### src/rtl/soc_bus_pkg.sv
// Shared bus types and constants for the SoC hub and bridge blocks.
package soc_bus_pkg;

  localparam int BUS_ADDR_W = 32;
  localparam int BUS_DATA_W = 32;
  localparam logic [BUS_DATA_W-1:0] DEF_ERR_DATA = 32'hDEADBEEF;

  typedef enum logic [1:0] {
    IDLE    = 2'd0,
    ACCESS  = 2'd1,
    RESPOND = 2'd2
  } hub_state_t;

  typedef struct packed {
    logic [BUS_ADDR_W-1:0]   addr;
    logic [BUS_DATA_W-1:0]   wdata;
    logic [BUS_DATA_W/8-1:0] wmask;
    logic                    wen;
  } bus_req_t;

endpackage

### src/rtl/bus_addr_decoder.sv
// Window decoder: per-device base/mask match, lowest index wins on overlap.
module bus_addr_decoder
  import soc_bus_pkg::*;
#(
  parameter int                        N_DEV    = 4,
  parameter int                        ADDR_W   = BUS_ADDR_W,
  parameter logic [N_DEV*ADDR_W-1:0]   DEV_BASE = '0,
  parameter logic [N_DEV*ADDR_W-1:0]   DEV_MASK = '0,
  parameter int                        IDX_W    = (N_DEV > 1) ? $clog2(N_DEV) : 1
) (
  input  logic [ADDR_W-1:0] addr,
  output logic [N_DEV-1:0]  hit,
  output logic [IDX_W-1:0]  idx,
  output logic              valid
);

  always_comb begin
    hit   = '0;
    idx   = '0;
    valid = 1'b0;
    for (int unsigned i = 0; i < N_DEV; i++) begin
      hit[i] = ((addr & DEV_MASK[i*ADDR_W +: ADDR_W]) ==
                (DEV_BASE[i*ADDR_W +: ADDR_W] & DEV_MASK[i*ADDR_W +: ADDR_W]));
    end
    for (int unsigned i = 0; i < N_DEV; i++) begin
      if (hit[i] && !valid) begin
        idx   = IDX_W'(i);
        valid = 1'b1;
      end
    end
  end

endmodule

### src/rtl/bus_hub_n.sv
// N-device bus hub: address decode, per-access timeout, error response and logging.
module bus_hub_n
  import soc_bus_pkg::*;
#(
  parameter int                            N_DEV    = 4,
  parameter int                            ADDR_W   = BUS_ADDR_W,
  parameter int                            DATA_W   = BUS_DATA_W,
  parameter logic [N_DEV*ADDR_W-1:0]       DEV_BASE = {N_DEV{32'h0}},
  parameter logic [N_DEV*ADDR_W-1:0]       DEV_MASK = {N_DEV{32'hFFFFF000}},
  parameter int                            TIMEOUT  = 255,
  parameter logic [DATA_W-1:0]             ERR_DATA = DATA_W'(DEF_ERR_DATA)
) (
  input  logic                        clk,
  input  logic                        rst_n,
  input  logic [ADDR_W-1:0]           host_address,
  input  logic [DATA_W-1:0]           host_data_write,
  input  logic [DATA_W/8-1:0]         host_write_mask,
  input  logic                        host_wen,
  input  logic                        host_ren,
  output logic [DATA_W-1:0]           host_data_read,
  output logic                        host_ready,
  output logic                        host_error,
  output logic [N_DEV*ADDR_W-1:0]     device_address,
  output logic [N_DEV*DATA_W-1:0]     device_data_write,
  output logic [N_DEV*DATA_W/8-1:0]   device_write_mask,
  output logic [N_DEV-1:0]            device_ren,
  output logic [N_DEV-1:0]            device_wen,
  input  logic [N_DEV-1:0]            device_ready,
  input  logic [N_DEV*DATA_W-1:0]     device_data_read,
  output logic [15:0]                 err_count,
  output logic [ADDR_W-1:0]           err_addr
);

  localparam int IDX_W  = (N_DEV > 1) ? $clog2(N_DEV) : 1;
  localparam int MASK_W = DATA_W / 8;
  localparam int CNT_W  = (TIMEOUT > 1) ? $clog2(TIMEOUT + 1) : 1;

  localparam logic [1:0] ST_IDLE    = IDLE;
  localparam logic [1:0] ST_ACCESS  = ACCESS;
  localparam logic [1:0] ST_RESPOND = RESPOND;

  logic [1:0]        state;
  logic [ADDR_W-1:0] addr_q;
  logic [DATA_W-1:0] wdata_q;
  logic [MASK_W-1:0] wmask_q;
  logic              wr_q;
  logic [IDX_W-1:0]  sel_q;
  logic [CNT_W-1:0]  cnt;

  logic [N_DEV-1:0]  dec_hit;
  logic [IDX_W-1:0]  dec_idx;
  logic              dec_valid;
  logic              sel_ready;
  logic [DATA_W-1:0] sel_rdata;
  logic              timeout_hit;

  bus_addr_decoder #(
    .N_DEV    (N_DEV),
    .ADDR_W   (ADDR_W),
    .DEV_BASE (DEV_BASE),
    .DEV_MASK (DEV_MASK),
    .IDX_W    (IDX_W)
  ) u_dec (
    .addr  (host_address),
    .hit   (dec_hit),
    .idx   (dec_idx),
    .valid (dec_valid)
  );

  // Only the selected device's ready/data are ever looked at.
  always_comb begin
    sel_ready  = 1'b0;
    sel_rdata  = '0;
    device_ren = '0;
    device_wen = '0;
    for (int unsigned i = 0; i < N_DEV; i++) begin
      if (sel_q == IDX_W'(i)) begin
        sel_ready = device_ready[i];
        sel_rdata = device_data_read[i*DATA_W +: DATA_W];
        if (state == ST_ACCESS) begin
          device_ren[i] = !wr_q;
          device_wen[i] = wr_q;
        end
      end
    end
  end

  assign timeout_hit = (TIMEOUT != 0) && (cnt == CNT_W'(TIMEOUT - 1));

  for (genvar g = 0; g < N_DEV; g++) begin : g_dev
    assign device_address[g*ADDR_W +: ADDR_W] = addr_q & ~DEV_MASK[g*ADDR_W +: ADDR_W];
  end
  assign device_data_write = {N_DEV{wdata_q}};
  assign device_write_mask = {N_DEV{wmask_q}};

  always_ff @(posedge clk or negedge rst_n) begin
    if (!rst_n) begin
      state          <= ST_IDLE;
      addr_q         <= '0;
      wdata_q        <= '0;
      wmask_q        <= '0;
      wr_q           <= 1'b0;
      sel_q          <= '0;
      cnt            <= '0;
      host_ready     <= 1'b0;
      host_error     <= 1'b0;
      host_data_read <= '0;
      err_count      <= '0;
      err_addr       <= '0;
    end else begin
      host_ready     <= 1'b0;
      host_error     <= 1'b0;
      host_data_read <= '0;
      case (state)
        ST_IDLE: begin
          if (host_ren || host_wen) begin
            addr_q  <= host_address;
            wdata_q <= host_data_write;
            wmask_q <= host_write_mask;
            wr_q    <= host_wen;
            sel_q   <= dec_idx;
            cnt     <= '0;
            if (dec_valid) begin
              state <= ST_ACCESS;
            end else begin
              state          <= ST_RESPOND;
              host_ready     <= 1'b1;
              host_error     <= 1'b1;
              host_data_read <= host_wen ? '0 : ERR_DATA;
            end
          end
        end
        ST_ACCESS: begin
          if (sel_ready) begin
            state          <= ST_RESPOND;
            host_ready     <= 1'b1;
            host_data_read <= wr_q ? '0 : sel_rdata;
          end else if (timeout_hit) begin
            state          <= ST_RESPOND;
            host_ready     <= 1'b1;
            host_error     <= 1'b1;
            host_data_read <= wr_q ? '0 : ERR_DATA;
          end else begin
            cnt <= cnt + 1'b1;
          end
        end
        ST_RESPOND: begin
          state <= ST_IDLE;
          if (host_error) begin
            err_addr <= addr_q;
            if (err_count != 16'hFFFF) err_count <= err_count + 16'd1;
          end
        end
        default: state <= ST_IDLE;
      endcase
    end
  end

endmodule

### config.mk
export PLATFORM = sky130hd
export DESIGN_NAME = bus_hub_n
export DESIGN_NICKNAME = d
export VERILOG_FILES = /design/src/rtl/soc_bus_pkg.sv /design/src/rtl/bus_addr_decoder.sv /design/src/rtl/bus_hub_n.sv
export SDC_FILE = /design/constraint.sdc
export NUM_CORES = 1
export LEC_CHECK = 0
export CAP_MARGIN = 5
export CORE_AREA = 2 2 223 225
export DETAILED_ROUTE_END_ITERATION = 12
export DIE_AREA = 0 0 225 227
export DONT_BUFFER_PORTS = 1
export PLACE_DENSITY = 0.31
export SLEW_MARGIN = 0
export SYNTH_ARGS = -nofsm -noshare
export SYNTH_HDL_FRONTEND = slang
export SYNTH_SLANG_ARGS = --single-unit
export TNS_END_PERCENT = 30
### constraint.sdc
create_clock -name clk -period 4.6 [get_ports clk]
set_input_delay 0.92 -clock clk [delete_from_list [all_inputs] [get_ports clk]]
set_output_delay 0.92 -clock clk [all_outputs]
set_load 0.01 [all_outputs]
==> results_dict.tcl <==
set metrics [dict create \
    utilization 0.1661 \
    hold_violations 0 \
    rsz0062_at_grt "no" \
    viasPerCell 3.538 \
    gp_congestion 0.6688 \
    clock_latency_ns 0.48 \
    start_kind "flip-flop" \
    yosys-top-cells-area "dfrtp_1 49%, buf_4 22%, nand2_1 14%, a21oi_1 1.8%, o21ai_0 1.8%" \
    path_buf_inv 1 \
    path_class "flip-flop to output pin" \
    num_vias 4897 \
    fin_crit_sh 0.5704 \
    cpPeakStageDelay_ns 0.46 \
    routed_wl_um 22960 \
    cts_tree "yes" \
    h-tree-depth 4 \
    dp_hpwl_um 15160 \
    yosys_most_used_dff "dfrtp_1" \
    syn2layout_area_growth_pct -1.843 \
    placed_area_mm2 0.007455 \
    fmax_ghz 0.3811 \
    relSlewSlack 0.2684 \
    slowest_stage "dfrtp_1" \
    multi_input_area_mm2 0.002556 \
    n_fill_cell 5397 \
    end_kind "output pin" \
    drc_errors 0 \
    postSynthCellCount 914 \
    cts_setup_buffers 0 \
    fp.coreArea_mm2 0.04855 \
    core.rowCount 81 \
    synth_seq_cells 161 \
    holdWs_ns 0.1363 \
    async_flop_share 1.000 \
    status "completed" \
    ctsHoldBuffers 0 \
    crit_chain "nand2b_1 > nor2_2 > buf_4" \
    cp.required_ns 3.68 \
    final.setup_skew_ns 0.01073 \
    postRouteAntennaNets 0 \
    antenna_cells 0 \
    critical-path-top-delay-family "flip-flops" \
    drive_gt1_frac 0.06824 \
    grt_start_max_net_pins 162 \
    fin_total_pwr_mw 4.089 \
    grt_overflow 0 \
    floorplan.initialDensity 0.1692 \
    cts_num_sinks 161 \
    grtUsageTotal 0.09189 \
    ys_seq_area_frac 0.4905 \
    register_area_mm2 0.004029 \
    cp.arrival_ns 1.70 \
    cts_buffers 17 \
    design_area_mm2 0.008063 \
    die_w_um 225 \
    peakVddDrop_uv 275.7 \
    clk_pin_slew_ns 0.07 \
    postSynthAreaPerCell_um2 8.987 \
    synth_top_area_frac 0.4905 \
    port_buffers 0 \
    worst_pin_slew_ns 1.093 \
    dieArea_mm2 0.05108 \
    period_minus_slack_ns 2.624 \
    hold_class "input port to async pin" \
    powerDensity_mw_per_mm2 507.1 \
    synth-edff-count 0 \
    ys_types 45 \
    slew_violations 0 \
    grt_pass1_vias 4931 \
    die-height_um 227 \
    max_cap_viol_count 0 \
    root_buffer "clkbuf_16" \
    yosysWarnings 0 \
    syn-cell-area_mm2 0.008214 \
    clockBufferDepth 2 \
    antenna_found_initial 0 \
    wire_per_inst_um 16.59 \
    setup_violations 0 \
    dr.first_iter.drc_count 197 \
    cp_max_fo 33 \
    yosys.area.top_type "dfrtp_1" \
    cts_resized 0 \
    ioPinCount 566 \
    drt_first_pass_iters 4 \
    p_leak_nw 3.903 \
    grt_first_pass_wirelength_um 33200 \
    fin_tns_setup_ns 0 \
    nNetsFinal 956 \
]
final cells by class:
| type | count | area share |
|---|---|---|
| Tap cell | 622 | 0.09652 |
| Clock buffer | 18 | 0.05323 |
| Clock inverter | 14 | 0.02219 |
| Multi-Input combinational cell | 555 | 0.3170 |
| Inverter | 7 | 0.003259 |
| Timing Repair Buffer | 7 | 0.008070 |
| Sequential cell | 161 | 0.4997 |
power breakdown:
| part | total, mW | switching [mW] | internal [mW] |
|---|---|---|---|
| sequential | 2.17 | 0.517 | 1.65 |
| combinational | 0.376 | 0.252 | 0.124 |
| clock | 1.55 | 0.687 | 0.861 |
| total | 4.09 | 1.46 | 2.63 |
worst register-to-register path, stage by stage, from the launching register on:
cell     delay [ns]
dfrtp_1        0.46
nor2_1         0.37
o21a_4         0.50
buf_4          0.53
o21ai_0        0.32
o21ai_0        0.18
synthesized netlist by cell type, drive strengths merged (2+ instances only):
master,n
inv,7
nand3,13
buf,260
nand2,307
a31oi,4
ha,3
dfrtp,161
or3,2
xor2,5
o211ai,3
or4,2
nor2b,2
o31ai,2
and3,12
o21ai,33
a21oi,29
nand4,8
nor2,12
xnor2,8
clkbuf,16
nor4,10
state kept, by name, summed over array words and instances (netlist names):
signal,cells
cnt,8
host_data_read,32
err_addr,32
err_count,16
host_error,1
state,2
host_ready,1
wmask_q,4
addr_q,32
wr_q,1
wdata_q,32
cells by family after synthesis:
family | Yosys count | share of synthesized area
and+or+nand+nor | 377 | 0.1991
xor gates and xnor gates | 13 | 0.01386
buffers and inverters | 283 | 0.2407
muxes | 1 | 0.001371
other | 1 | 0.0004565
DFF | 161 | 0.4905
adders and majority gates | 3 | 0.004570
AOI/OAI and AO/OA | 75 | 0.04950
placed cells by master (no fill, tap or decap), types with 8 or more instances in the layout:
cell,instances
nor2_1,11
dfrtp_1,161
conb_1,86
nand3_1,12
xnor2_1,8
nand4_1,8
and3_1,11
clkbuf_16,17
o21ai_0,28
a21oi_1,28
nand2_1,307
layer usage:
metal | track usage | routed length (um)
met5 | 0 | 0
met4 | 0.04465 | 582
met3 | 0.05201 | 2569
met2 | 0.1450 | 10950
met1 | 0.09941 | 8862
stage by stage:
step                      std cells  worst slack, ns
after detailed placement       1352            1.874
after global placement         1352            1.909
final                          1384            1.976
after global routing           1384            1.819
after floorplan                 999            2.510
after CTS                      1384            1.885
final timing paths:
kind | from | end | slack (ns) | cells past startpoint
max | state[1] | device_ren[0] | 1.98 | 3
min | rst_n | wdata_q[29] | 0.14 | 0
max reg2reg | state[1] | host_ready | 2.13 | 5
min reg2reg | addr_q[19] | err_addr[19] | 0.47 | 2
max in group asynchronous | rst_n | host_data_read[7] | 4.26 | 0
min in group clk | addr_q[19] | err_addr[19] | 0.47 | 2
No activity file was read; power rests on OpenSTA's default activity.
